--- src/rtl/adc_scan_pkg.sv ---
// Shared FSM state type, data/channel widths and command bit positions for the ADC scan sequencer.
package adc_scan_pkg;

    typedef enum logic [2:0] {
        ST_IDLE  = 3'd0,
        ST_REQ   = 3'd1,
        ST_WAIT  = 3'd2,
        ST_STORE = 3'd3,
        ST_GAP   = 3'd4
    } state_t;

    localparam int ADC_DATA_W  = 12;
    localparam int ADC_NB_CH   = 4;

    localparam int CMD_START   = 0;
    localparam int CMD_CONT    = 1;
    localparam int CMD_LAST_LO = 2;
    localparam int CMD_LAST_HI = 3;

    function automatic logic [ADC_NB_CH-1:0] channel_onehot(input logic [1:0] ch);
        return ADC_NB_CH'(1) << ch;
    endfunction

endpackage

--- src/rtl/adc_scan_timer.sv ---
// Down-counter shared by the conversion timeout and the inter-scan gap; saturates at zero.
module adc_scan_timer #(
    parameter int WIDTH = 10
) (
    input  logic             clk,
    input  logic             reset,
    input  logic             load,
    input  logic [WIDTH-1:0] load_value,
    input  logic             enable,
    output logic             zero
);

    logic [WIDTH-1:0] count;

    always_ff @(posedge clk) begin
        if (reset) begin
            count <= '0;
        end else if (load) begin
            count <= load_value;
        end else if (enable && (count != '0)) begin
            count <= count - 1'b1;
        end
    end

    assign zero = (count == '0);

endmodule

--- src/rtl/adc_scan_sequencer.sv ---
// Scans channels 0..last through the ADC serial core and strobes each result to the CPU PIO.
// Define ADC_SCAN_AVG_EN to convert every channel four times and report the average.
module adc_scan_sequencer
    import adc_scan_pkg::*;
#(
    parameter int TIMEOUT_CYCLES  = 1024,
    parameter int SCAN_GAP_CYCLES = 16
) (
    input  logic                  clk_clk,
    input  logic                  reset_reset,
    input  logic [3:0]            pi_adc_cmd,
    output logic                  po_conv_req,
    output logic [1:0]            po_conv_ch,
    input  logic                  pi_conv_ack,
    input  logic                  pi_conv_done,
    input  logic [ADC_DATA_W-1:0] pi_conv_data,
    output logic [ADC_DATA_W-1:0] po_adc_data,
    output logic [ADC_NB_CH-1:0]  po_adc_channel_data_valid,
    output logic                  po_busy,
    output logic                  po_timeout
);

    localparam int TO_W  = (TIMEOUT_CYCLES > 1) ? $clog2(TIMEOUT_CYCLES) : 1;
    localparam int GAP_W = (SCAN_GAP_CYCLES > 1) ? $clog2(SCAN_GAP_CYCLES) : 1;
    localparam int TMR_W = (TO_W > GAP_W) ? TO_W : GAP_W;
    localparam logic [TMR_W-1:0] TIMEOUT_LOAD = TMR_W'(TIMEOUT_CYCLES - 1);
    localparam logic [TMR_W-1:0] GAP_LOAD     = TMR_W'(SCAN_GAP_CYCLES - 1);

    state_t                state, state_next;
    logic                  start_low, start_rise;
    logic                  continuous;
    logic [1:0]            last_ch, channel;
    logic                  done_pending, done_eff, last_sample;
    logic [ADC_DATA_W-1:0] held_data, data_eff, adc_data;
    logic                  timer_load, timer_enable, timer_zero;
    logic [TMR_W-1:0]      timer_value;

    // start_low is the edge history: it reads 0 after reset, so a start held through reset never fires
    assign start_rise = pi_adc_cmd[CMD_START] && start_low;
    assign done_eff   = pi_conv_done || done_pending;
    assign data_eff   = done_pending ? held_data : pi_conv_data;

    assign timer_enable = (state == ST_WAIT) || (state == ST_GAP);

    adc_scan_timer #(.WIDTH(TMR_W)) u_timer (
        .clk        (clk_clk),
        .reset      (reset_reset),
        .load       (timer_load),
        .load_value (timer_value),
        .enable     (timer_enable),
        .zero       (timer_zero)
    );

`ifdef ADC_SCAN_AVG_EN
    localparam int ACC_W = ADC_DATA_W + 2;
    logic [1:0]       sample_cnt;
    logic [ACC_W-1:0] acc, avg_sum;
    assign avg_sum     = acc + ACC_W'(data_eff);
    assign last_sample = (sample_cnt == 2'd3);
`else
    assign last_sample = 1'b1;
`endif

    always_comb begin
        state_next  = state;
        timer_load  = 1'b0;
        timer_value = '0;
        po_timeout  = 1'b0;
        case (state)
            ST_IDLE: begin
                if (start_rise) state_next = ST_REQ;
            end
            ST_REQ: begin
                if (pi_conv_ack) begin
                    state_next  = ST_WAIT;
                    timer_load  = 1'b1;
                    timer_value = TIMEOUT_LOAD;
                end
            end
            ST_WAIT: begin
                if (done_eff) begin
                    state_next = last_sample ? ST_STORE : ST_REQ;
                end else if (timer_zero) begin
                    state_next = ST_IDLE;
                    po_timeout = 1'b1;
                end
            end
            ST_STORE: begin
                if (channel != last_ch) begin
                    state_next = ST_REQ;
                end else if (continuous && pi_adc_cmd[CMD_START]) begin
                    state_next  = ST_GAP;
                    timer_load  = 1'b1;
                    timer_value = GAP_LOAD;
                end else begin
                    state_next = ST_IDLE;
                end
            end
            ST_GAP: begin
                if (!pi_adc_cmd[CMD_START]) state_next = ST_IDLE;
                else if (timer_zero)        state_next = ST_REQ;
            end
            default: state_next = ST_IDLE;
        endcase
    end

    // An ack that arrives together with done parks the result so the first WAIT cycle consumes it
    always_ff @(posedge clk_clk) begin
        if (reset_reset) begin
            state        <= ST_IDLE;
            start_low    <= 1'b0;
            continuous   <= 1'b0;
            last_ch      <= '0;
            channel      <= '0;
            done_pending <= 1'b0;
            held_data    <= '0;
        end else begin
            state     <= state_next;
            start_low <= ~pi_adc_cmd[CMD_START];
            case (state)
                ST_IDLE: begin
                    if (start_rise) begin
                        channel    <= '0;
                        continuous <= pi_adc_cmd[CMD_CONT];
                        last_ch    <= pi_adc_cmd[CMD_LAST_HI:CMD_LAST_LO];
                    end
                end
                ST_REQ: begin
                    done_pending <= pi_conv_ack && pi_conv_done;
                    if (pi_conv_ack && pi_conv_done) held_data <= pi_conv_data;
                end
                ST_WAIT:  done_pending <= 1'b0;
                ST_STORE: if (channel != last_ch) channel <= channel + 2'd1;
                ST_GAP:   if (state_next == ST_REQ) channel <= '0;
                default: ;
            endcase
        end
    end

    always_ff @(posedge clk_clk) begin
        if (reset_reset) begin
            adc_data <= '0;
`ifdef ADC_SCAN_AVG_EN
            acc        <= '0;
            sample_cnt <= '0;
`endif
        end else if ((state == ST_WAIT) && done_eff) begin
`ifdef ADC_SCAN_AVG_EN
            if (last_sample) begin
                adc_data   <= avg_sum[ACC_W-1:2];
                acc        <= '0;
                sample_cnt <= '0;
            end else begin
                acc        <= avg_sum;
                sample_cnt <= sample_cnt + 2'd1;
            end
`else
            adc_data <= data_eff;
`endif
        end
`ifdef ADC_SCAN_AVG_EN
        else if (state == ST_IDLE) begin
            acc        <= '0;
            sample_cnt <= '0;
        end
`endif
    end

    assign po_conv_req               = (state == ST_REQ);
    assign po_conv_ch                = (state == ST_REQ) ? channel : 2'd0;
    assign po_adc_data               = adc_data;
    assign po_adc_channel_data_valid = (state == ST_STORE) ? channel_onehot(channel) : '0;
    assign po_busy                   = (state != ST_IDLE);

endmodule
--- config.mk ---
export PLATFORM = sky130hd
export DESIGN_NAME = adc_scan_sequencer
export DESIGN_NICKNAME = d
export VERILOG_FILES = /design/src/rtl/adc_scan_pkg.sv /design/src/rtl/adc_scan_timer.sv /design/src/rtl/adc_scan_sequencer.sv
export SDC_FILE = /design/constraint.sdc
export NUM_CORES = 1
export LEC_CHECK = 0
export ABC_CLOCK_PERIOD_IN_PS = 4950
export BUFFER_PORTS_ARGS = -buffer_cell sky130_fd_sc_hd__buf_2
export CAP_MARGIN = 20
export CORE_MARGIN = 8
export CORE_UTILIZATION = 45
export CTS_BUF_LIST = sky130_fd_sc_hd__clkbuf_16
export DETAILED_ROUTE_END_ITERATION = 8
export PLACE_DENSITY = 0.65
export SLEW_MARGIN = 20
export SYNTH_ARGS = -nofsm -noshare
export SYNTH_HDL_FRONTEND = slang
export SYNTH_SLANG_ARGS = --single-unit
--- constraint.sdc ---
create_clock -name clk_clk -period 4.95 [get_ports clk_clk]
set_input_delay 0.99 -clock clk_clk [delete_from_list [all_inputs] [get_ports clk_clk]]
set_output_delay 0.99 -clock clk_clk [all_outputs]
set_load 0.01 [all_outputs]
==> Word level (Yosys, flattened, before mapping) <==
Index checks and enable logic that the tools add are counted.
{ "classes": {"n_addsub": 2, "multipliers": 0, "div_mod_pow": 0, "n_lt_le_gt_ge": 0, "eq_ne": 9, "n_shift": 1, "mux": 30, "bitwise_logic": 1, "reduce_logical": 17} }
{ "ops": {"columns": ["operator", "count"], "rows": [
  ["$mux 10", 3],
  ["$mux 3", 8],
  ["$pmux 10 s2", 1],
  ["$pmux 3 s5", 1],
  ["$mux 12", 1],
  ["$mux 4", 3],
  ["$logic_not 10->1", 1],
  ["$reduce_bool 10->1", 1],
  ["$sub 10x1->10 const B", 1],
  ["$mux 2", 4],
  ["$eq 3x1->1 const B", 2],
  ["$eq 3x2->1 const B", 2],
  ["$mux 1", 6],
  ["$pmux 2 s3", 1],
  ["$reduce_bool 3->1", 2],
  ["$logic_and 1x1->1", 5],
  ["$ne 2x2->1 const B", 2],
  ["$pmux 1 s2", 2],
  ["$reduce_and 2->1", 2],
  ["$reduce_and 4->1", 1],
  ["$reduce_bool 2->1", 2],
  ["$shl 1x2->4 const A", 1],
  ["$eq 3x3->1 const B", 1],
  ["$logic_not 3->1", 1],
  ["5 further kinds", 6]
]} }
{ "totals": {"reg_bits": 44, "latch_bits": 0, "mem_bits_rw": 0, "rom_bits": 0, "inputBits": 20, "out_inout_bits": 21, "word_cells": 69, "mem_count": 0} }

==> Longest topological paths before layout <==
{ "depth": {"depth_word": 7, "mapped_depth": 8, "depth_no_buf": 7} }

==> Modules after synthesis <==
A second synthesis with hierarchy kept.
{ "hier_totals": {"hier_cells": 249, "area_unflattened_um2": 2336.0} }
{ "by_module_without_submodules": {"columns": ["module", "instances", "cells_per_inst", "area_per_inst_um2", "seq_area_each_um2"], "rows": [
  ["adc_scan_sequencer", 1, 177, 1709.1, 680.7],
  ["adc_scan_timer", 1, 72, 626.9, 200.2]
]} }

==> Worst setup path before layout <==
Ideal clock, no wire load.
{ "synth_timing": {"kind": "input port to output port", "from": "in pi_conv_done", "to": "out po_timeout", "arrival_ps": 1423, "t_required_ps": 3960, "slack_ps": 2537, "cell_stages": 1, "path_cell_list": "nor4_1"} }
{ "synth_via": {"elab_chain_cells": 3} }
{ "synth_lines": {"columns": ["element", "line_no", "rtl"], "rows": [
  ["start: declaration", "adc_scan_sequencer.sv:15", "input logic pi_conv_done,"],
  ["$logic_or 1x1->1", "adc_scan_sequencer.sv:40", "assign done_eff = pi_conv_done || done_pending;"],
  ["$mux 1", "adc_scan_sequencer.sv:81", "if (done_eff) begin"],
  ["$mux 1", "adc_scan_sequencer.sv:69", "case (state)"],
  ["end: declaration", "adc_scan_sequencer.sv:20", "output logic po_timeout"]
]} }
No other way between the ends.

==> Worst setup path after layout <==
{ "layout_timing": {"from": "reg u_timer.count[0]", "to": "out po_timeout"} }
{ "layout_via": {"elab_chain_cells": 4} }
{ "layout_lines": {"columns": ["element", "line_no", "rtl"], "rows": [
  ["start: declaration", "adc_scan_timer.sv:13", "logic [WIDTH-1:0] count;"],
  ["start signal: assignment", "adc_scan_timer.sv:19", "count <= load_value;"],
  ["start signal: assignment", "adc_scan_timer.sv:21", "count <= count - 1'b1;"],
  ["$logic_not 10->1", "adc_scan_timer.sv:25", "assign zero = (count == '0);"],
  ["$mux 1", "adc_scan_sequencer.sv:83", "end else if (timer_zero) begin"],
  ["$mux 1", "adc_scan_sequencer.sv:81", null],
  ["$mux 1", "adc_scan_sequencer.sv:69", null]
]} }
No other way between the ends.

==> impl_metrics.yaml <==
outcome:
  status: "finished clean"
cells_and_area:
  areaGrowthSynthToFinish_pct: 16.3
  fillers: 444
  drive_above_1_share_pct: 22.5
  layout.nets: 301
  stdcell_count: 330
  multi_input_area_mm2: 0.00117
  regArea_um2: 881
  num_antenna_cells: 0
hold_path:
  hold_path_class: "flop to flop"
clock_tree:
  cts_inserted_buffers: 5
  post_cts_buffers: 0
  cts_resized: 0
  clock_path_buffers: 2
  cts_sinks: 44
  ctsHoldBuffers: 0
  clkTransAtPathRegs_ns: 0.06
  root_buffer: "clkbuf_16"
  cts_tree: "yes"
  htreeDepth: 2
  clock_latency_ns: 0.28
die:
  initial_core_util_pct: 46.1
  die_h_um: 85.3
  die_x_um: 85.3
  ios: 41
  core_mm2: 0.00469
  fp-row-count: 25
  die_area_mm2: 0.00728
power_and_ir_drop:
  clkPwrFrac_pct: 44.1
  cellPowerDensity_mw_per_mm2: 336
  ir_worst_vdd_mv: 0.218
  swShare_pct: 23.9
  power.switching_mw: 0.202
  power_frac_seq_pct: 44.5
  p_int_mw: 0.642
  p_leak_nw: 0.937
  comb_power_share_pct: 11.4
synthesis:
  yosysTopAreaCell: "dfxtp_1"
  syn-num-nets: 268
  ys_types: 48
  synthMostInstantiatedCell: "dfxtp_1"
  yosysTopAreaCellShare_pct: 40.8
  ys_seq_elements: 44
  synth_ff_type: "dfxtp_1"
  ys_seq_area_share_pct: 40.8
  async_reset_ff_share_pct: 0
  syn-cell-area_mm2: 0.00216
  synthTopCellsByCount: "44 x dfxtp_1, 32 x nand2_1, 25 x nor2_1"
  yosysWarningCount: 0
  syn_inst: 242
  avgSynthCellArea_um2: 8.93
  yosys-top-cells-area: "dfxtp_1 41%, mux2i_1 6.9%, nand2_1 5.6%"
  synth-edff-count: 0
grt:
  first_global_vias: 1804
  grt_max_degree: 42
  overflow: 0
  antenna_found_initial: 0
  grt_pass1_wl_um: 8210
  track_usage_pct: 13.6
routing:
  drt-wirelength-per-cell_um: 14.0
  drc_errors: 0
  routed_wl_um: 4620
  drt_iter0_drc: 105
  postRouteAntennaNets: 0
  detail_route.vias_per_cell: 5.29
  drt_first_pass_iters: 4
  vias: 1745
timing:
  rsz0062_at_grt: "no"
  fmax_ghz: 0.369
  period_needed_ns: 2.71
  fin_setup_tns_ns: 0
  post-route-period-util_pct: 54.8
  finalHoldViolCount: 0
  slew_viol_final: 0
  finalClockSkew_ns: 0.00555
  setup_viol: 0
  worst_slew_margin_rel_pct: 36.6
  tightest_slew_ns: 0.950
worst_setup_path:
  critPathKind: "flop to output pin"
  cp-end-kind: "output pin"
  required_ns: 3.96
  arrival_ns: 1.72
  cp_max_fo: 5
  start_kind: "flop"
placement:
  port_buffers: 40
  place_inst: 322
  gp_congestion: 0.799
  dp_hpwl_um: 3280
run:
  maxCapViolations: 0
cell usage in the layout, fill, tap and decap left out, types with 4 or more instances in the layout:
master     synthesis  layout
a21oi_1           17      17
inv_1              6       6
ha_1               6       6
o21ai_0            8       8
nor2_1            25      25
nand2_1           32      32
and2_1             6       6
buf_2              4      40
clkbuf_16          0       5
xnor2_1            5       5
nand3_1            4       4
xor2_1             4       4
mux2i_1           15      15
a211oi_1          14      14
dfxtp_1           44      44
a31oi_1            5       5
layer usage:
layer  GRT usage, %  vias to the layer above  wire, um
li1               -                      914         -
met1           15.7                      801      2110
met2           23.4                       26      2310
met3           3.38                        4       142
met4           5.89                        0        55
met5              0                        -         0
area by class of cell:
type | instances | area share, %
clock buffer | 5 | 4.98
clock inverter | 3 | 1.69
inverter | 6 | 0.896
multi-input combinational | 178 | 46.7
sequential | 44 | 35.1
tap | 54 | 2.69
timing repair buffer | 40 | 7.97
power by group through the flow:
stage          clock network (mW)  logic, mW  registers, mW
6_report                    0.372     0.0964          0.376
5_1_grt                     0.390      0.109          0.378
4_1_cts                     0.378     0.0968          0.376
3_5_place_dp                    0     0.0956          0.384
3_3_place_gp                    0     0.0945          0.384
2_1_floorplan                   0     0.0732          0.381
stage by stage:
stage          setup WS, ns  total power, mW  utilization, %  hold slack, ns  area, um^2
3_5_place_dp           2.44            0.479            50.0           0.448        2340
5_1_grt                2.02            0.877            53.5           0.479        2510
3_3_place_gp           2.45            0.478            50.0           0.441        2340
2_1_floorplan          2.54            0.454               -           0.436        2160
6_report               2.24            0.844            53.5           0.454        2510
4_1_cts                2.23            0.851            53.5           0.457        2510
logic make-up (layout without fill, tap and decap cells):
family | after synthesis | after routing | share of synthesized area [%]
AOI/OAI and AO/OA | 53 | 53 | 16.3
xor gates and xnor gates | 9 | 9 | 3.65
adders and majority gates | 6 | 6 | 3.47
buffers and inverters | 20 | 54 | 4.92
DFF | 44 | 44 | 40.8
muxes | 15 | 15 | 6.95
and+or+nand+nor | 95 | 95 | 23.9
sequential cells by signal, summed over array words and instances (netlist names):
signal,flops
state,3
held_data,12
done_pending,1
po_adc_data,12
channel,2
last_ch,2
continuous,1
start_low,1
u_timer.count,10
critical path, stage by stage (launching register included):
cell and delay [ns]:
dfxtp_1 0.33, inv_1 0.09, ha_1 0.16, nor3b_2 0.33
nand3_4 0.14, nor4_1 0.23, buf_2 0.17
path summary, 6_finish.rpt:
path,start,to,slack [ns],cells after the start
worst min register to register,held_data[3]$_SDFFE_PP0P_,held_data[3]$_SDFFE_PP0P_,0.45,2
worst max register to register,done_pending$_SDFFE_PP0P_,state[0]$_SDFF_PP0_,2.54,4
worst min-delay path,held_data[3]$_SDFFE_PP0P_,held_data[3]$_SDFFE_PP0P_,0.45,2
worst max-delay path,u_timer.count[0]$_SDFFE_PP0P_,po_timeout,2.24,6
No activity file was read; power rests on OpenSTA's default activity.
